==> config.mk <==
export PLATFORM = sky130hd
export DESIGN_NAME = pc_debug_serializer
export DESIGN_NICKNAME = d
export VERILOG_FILES = /design/src/rtl/pc_debug_serializer.sv
export SDC_FILE = /design/constraint.sdc
export NUM_CORES = 1
export LEC_CHECK = 0
export CAP_MARGIN = 20
export CORE_ASPECT_RATIO = 0.5
export CORE_MARGIN = 1.5
export CORE_UTILIZATION = 36
export CTS_BUF_LIST = sky130_fd_sc_hd__clkbuf_8
export DETAILED_ROUTE_END_ITERATION = 10
export GPL_TIMING_DRIVEN = 0
export SETUP_SLACK_MARGIN = 0.02
export SLEW_MARGIN = 20
export SYNTH_ARGS = -nofsm -noshare
export SYNTH_HDL_FRONTEND = slang
export SYNTH_SLANG_ARGS = --single-unit
==> constraint.sdc <==
create_clock -name clk -period 7.4 [get_ports clk]
set_input_delay 1.48 -clock clk [delete_from_list [all_inputs] [get_ports clk]]
set_output_delay 1.48 -clock clk [all_outputs]
set_load 0.03 [all_outputs]
==> src/rtl/pc_debug_serializer.sv <==
// Debug word serializer: a DEPTH-entry FIFO feeding a single-wire MSB-first line.
// Each frame is one START pulse, DATA_W data bits and GAP idle cycles.
module pc_debug_serializer #(
  parameter int DATA_W    = 32,
  parameter int DEPTH     = 4,
  parameter int GAP       = 1,
  parameter int OVERWRITE = 1
) (
  input  logic                       clk,
  input  logic                       rst,
  input  logic                       sleep,
  input  logic                       debug_enq_valid,
  input  logic [DATA_W-1:0]          debug_w_data,
  output logic                       debug_serial_out,
  output logic                       finish_status,
  output logic                       busy,
  output logic [$clog2(DEPTH):0]     fifo_level,
  output logic [7:0]                 overflow_cnt
);

  localparam int AW    = $clog2(DEPTH);
  localparam int PW    = AW + 1;
  localparam int CNT_W = (DATA_W + GAP > 1) ? $clog2(DATA_W + GAP) : 1;

  typedef enum logic [1:0] {
    S_IDLE,
    S_START,
    S_DATA,
    S_GAP
  } state_t;

  state_t              state, state_nxt;
  logic [CNT_W-1:0]    cnt, cnt_nxt;
  logic [DATA_W-1:0]   shreg;
  logic [DATA_W-1:0]   mem [DEPTH];
  logic [PW-1:0]       wr_ptr, rd_ptr;

  logic full, empty, pop, push_ok, ovf_evt, drop_oldest, mem_we;

  assign empty = (wr_ptr == rd_ptr);
  assign full  = (wr_ptr[AW-1:0] == rd_ptr[AW-1:0]) && (wr_ptr[AW] != rd_ptr[AW]);

  // A pop on this edge frees a slot, so a push to a full FIFO only overflows without one.
  assign push_ok     = debug_enq_valid && (!full || pop);
  assign ovf_evt     = debug_enq_valid && full && !pop;
  assign drop_oldest = ovf_evt && (OVERWRITE != 0);
  assign mem_we      = !rst && !sleep && (push_ok || drop_oldest);

  // NOTE: every combinational output gets a default first so no path leaves it unassigned (no latch).
  always_comb begin
    state_nxt = state;
    cnt_nxt   = cnt;
    pop       = 1'b0;
    case (state)
      S_IDLE: begin
        if (!empty) begin
          pop       = 1'b1;
          state_nxt = S_START;
        end
      end
      S_START: begin
        state_nxt = S_DATA;
        cnt_nxt   = '0;
      end
      S_DATA: begin
        if (cnt == CNT_W'(DATA_W - 1)) begin
          cnt_nxt = '0;
          if (GAP > 0) begin
            state_nxt = S_GAP;
          end else if (!empty) begin
            pop       = 1'b1;
            state_nxt = S_START;
          end else begin
            state_nxt = S_IDLE;
          end
        end else begin
          cnt_nxt = cnt + 1'b1;
        end
      end
      S_GAP: begin
        if (cnt == CNT_W'(GAP - 1)) begin
          cnt_nxt = '0;
          if (!empty) begin
            pop       = 1'b1;
            state_nxt = S_START;
          end else begin
            state_nxt = S_IDLE;
          end
        end else begin
          cnt_nxt = cnt + 1'b1;
        end
      end
      default: state_nxt = S_IDLE;
    endcase
  end

  // NOTE: sequential state uses non-blocking assignments so every register samples pre-edge values.
  always_ff @(posedge clk) begin
    if (rst) begin
      state        <= S_IDLE;
      cnt          <= '0;
      shreg        <= '0;
      wr_ptr       <= '0;
      rd_ptr       <= '0;
      overflow_cnt <= '0;
    end else if (sleep) begin
      state  <= S_IDLE;
      cnt    <= '0;
      wr_ptr <= '0;
      rd_ptr <= '0;
    end else begin
      state <= state_nxt;
      cnt   <= cnt_nxt;
      if (pop)
        shreg <= mem[rd_ptr[AW-1:0]];
      else if (state == S_DATA)
        shreg <= shreg << 1;
      if (push_ok || drop_oldest)
        wr_ptr <= wr_ptr + 1'b1;
      if (pop || drop_oldest)
        rd_ptr <= rd_ptr + 1'b1;
      if (ovf_evt && overflow_cnt != 8'hFF)
        overflow_cnt <= overflow_cnt + 8'd1;
    end
  end

  // NOTE: storage array has no reset; empty pointers make stale contents unobservable.
  always_ff @(posedge clk) begin
    if (mem_we)
      mem[wr_ptr[AW-1:0]] <= debug_w_data;
  end

  assign fifo_level       = wr_ptr - rd_ptr;
  assign debug_serial_out = (state == S_START) || ((state == S_DATA) && shreg[DATA_W-1]);
  assign busy             = (state != S_IDLE);
  assign finish_status    = (state == S_IDLE) && empty;

endmodule

==> results.ini <==
[flow_run]
cap_violations=0

[clock_tree]
cts_root_buffer=clkbuf_8
cts_buffers=17
cts_tree=yes
post_cts_resized=0
clockBufferDepth=2
path_clk_slew_ns=0.10
clock-sinks=184
ctsHoldBuffers=0
insertion_delay_ns=0.46
htreeDepth=4
cts_setup_buffers=0

[sta]
fin_skew_ns=0.0231
rsz0062_at_grt=false
hold_viol_final=0
finalCritPeriodShare_pct=59.9
period_minus_slack_ns=4.43
fmax_mhz=226
relSlewSlack_pct=52.7
tns_ns=0
worst_pin_slew_ns=0.709
setup_viol=0
slew_viol_final=0

[synth]
synth_top_area_cell=edfxtp_1
ys_warn_count=0
netlist_area_sq_um=7640
async_reset_ff_share_pct=0
syn-instance-count=585
synthDistinctLibCells=41
ys_ff_latch=184
synth.top_cells.by_area=edfxtp_1 (50%), dfxtp_1 (15%), mux4_2 (9.4%)
synth-main-ff-cell=edfxtp_1
synth_top_area_share_pct=50.3
synth-edff-count=128
avgSynthCellArea_sq_um=13.1
yosysSeqAreaShare_pct=64.9
synthesis.nets=637

[grt]
grt_usage_pct=14.7
grt_pass1_vias=4689
antenna_found_initial=0
overflow=0
grt_max_degree=25
grt_pass1_wl_mm=25.1

[worst_setup_path]
worst_path_largest_cell_delay_ns=0.67
worst-path-buf-inv=4
setup.worst_path.start_class=flop
cpMostUsedCell=clkbuf_1
path_max_fanout=10
path_class=reg2out
slowest_stage=clkdlybuf4s50_1
cp.arrival_ns=2.95
required_ns=5.92
cp_cell_sequence=inv_1, ha_1, clkbuf_1, clkbuf_1, a21o_1, clkdlybuf4s50_1
end_kind=primary output
crit_family=buffers and inverters

[power_and_ir_drop]
p_leak_nw=2.89
powerDensity_nw_per_um2=219
peakVddDrop_mv=0.109
clockPowerShare_pct=33.1
p_int_mw=1.47
swShare_pct=24.8
p_sw_mw=0.486
p_seq_share_pct=57.8
comb_power_share_pct=9.1

[layout]
layout_commonest_cell=edfxtp_1
drive_gt1_share_pct=12.7
syn_to_final_growth_pct=16.8
final_cell_mix=edfxtp_1 (128), nor2_1 (104), dfxtp_1 (56)
utilization_pct=43.2
num_antenna_cells=0
final_nets=707
fin_cells=941

[routing]
wl_per_cell_um=16.6
vias=4817
drtIter0Drc=471
drc=0
ant_nets=0
viasPerCell=5.12
totalWireLength_mm=15.6
drtPass1Iterations=7

[run_status]
outcome=complete, no violations

[die]
die_area_sq_um=22200
placementRows=37
io_pins=50
die_h_um=106
initial_utilization_pct=36.9
die_w_um=209
coreArea_sq_um=20700

[place]
io_buffers=47
post-dp-hpwl_mm=10.3
dpl.cell_count=909
gp_congestion=0.797

[min_path]
hold_path_class=reg2reg

[metrics by stage]
| step | hold WS (ns) | setup WS (ns) | total power [mW] | instance area (sq um) |
|---|---|---|---|---|
| finish | 0.506 | 2.97 | 1.96 | 8930 |
| detailed placement | 0.494 | 3.49 | 1.33 | 8560 |
| CTS | 0.509 | 2.97 | 1.97 | 8930 |
| global placement | 0.483 | 1.81 | 1.33 | 8460 |
| floorplan | 0.454 | 3.40 | 1.27 | 7640 |
| global route | 0.528 | 2.82 | 2.04 | 8930 |
[cells in the mapped netlist, drive strengths merged, types with 2 or more instances]
cell type and n:
a21o 3, nor3 34, xnor2 3, or3 7, o21ai 11, nor2 105
nor4 2, mux2i 3, inv 13, a21oi 47, mux4 32, nand3 10
edfxtp 128, and2 2, xor2 4, nand2 19, and3 6, clkbuf 29
o22ai 31, dfxtp 56, a31oi 3, buf 7, ha 15, or2 3
[worst reg2reg max path, stage by stage (launching register included)]
cell	delay, ns
dfxtp_1	0.42
inv_1	0.11
ha_1	0.33
and2_1	0.21
a211oi_1	0.32
nand2_1	0.18
clkbuf_1	0.30
o22ai_1	0.21
nor3_1	0.06
[sequential cells by signal (all words and copies together), names as in the netlist, named ones only]
name / flops
mem: 128
shreg: 32
overflow_cnt: 8
cnt: 6
rd_ptr: 3
wr_ptr: 3
state: 2
[power by group through the flow]
stage          combinational, mW  sequential (mW)  clock [mW]
2_1_floorplan              0.116             1.15           0
3_3_place_gp               0.172             1.15           0
3_5_place_dp               0.179             1.15           0
4_1_cts                    0.179             1.13       0.664
5_1_grt                    0.198             1.13       0.712
6_report                   0.178             1.13       0.648
[layer usage]
| metal | vias to the layer above | share of wire, % | GRT usage, % |
|---|---|---|---|
| met3 | 11 | 4.0 | 3.37 |
| met5 | - | 0 | 0 |
| met4 | 0 | 0.97 | 3.88 |
| met1 | 2386 | 49 | 20.4 |
| li1 | 2319 | - | - |
| met2 | 101 | 46 | 23.4 |
[path summary, 6_finish.rpt]
path / depth (start not counted) / slack, ns / end / start
min: 2 / 0.51 / overflow_cnt[6] / overflow_cnt[6]
max reg2reg: 8 / 5.12 / shreg[6] / wr_ptr[0]
min reg2reg: 2 / 0.51 / overflow_cnt[6] / overflow_cnt[6]
max: 6 / 2.97 / debug_serial_out / state[0]
[final cells by class]
class,count,area [sq um]
fillers,1846,11800
flip-flops and latches,184,4960
inverters,13,48.8
plain buffers,36,150
well taps,273,342
repair buffers,51,558
multi-input cells,352,2490
clock inverters,15,141
clock buffers,17,234
[cell families after synthesis]
family / after synthesis / share of synthesized area (%)
xor gates and xnor gates: 7 / 0.802
DFF: 184 / 64.9
and+or+nand+nor: 192 / 11.1
muxes: 35 / 9.82
AOI/OAI and AO/OA: 102 / 8.02
buffers and inverters: 49 / 2.60
adders and majority gates: 16 / 2.72
(Power assumes the default switching activity.)
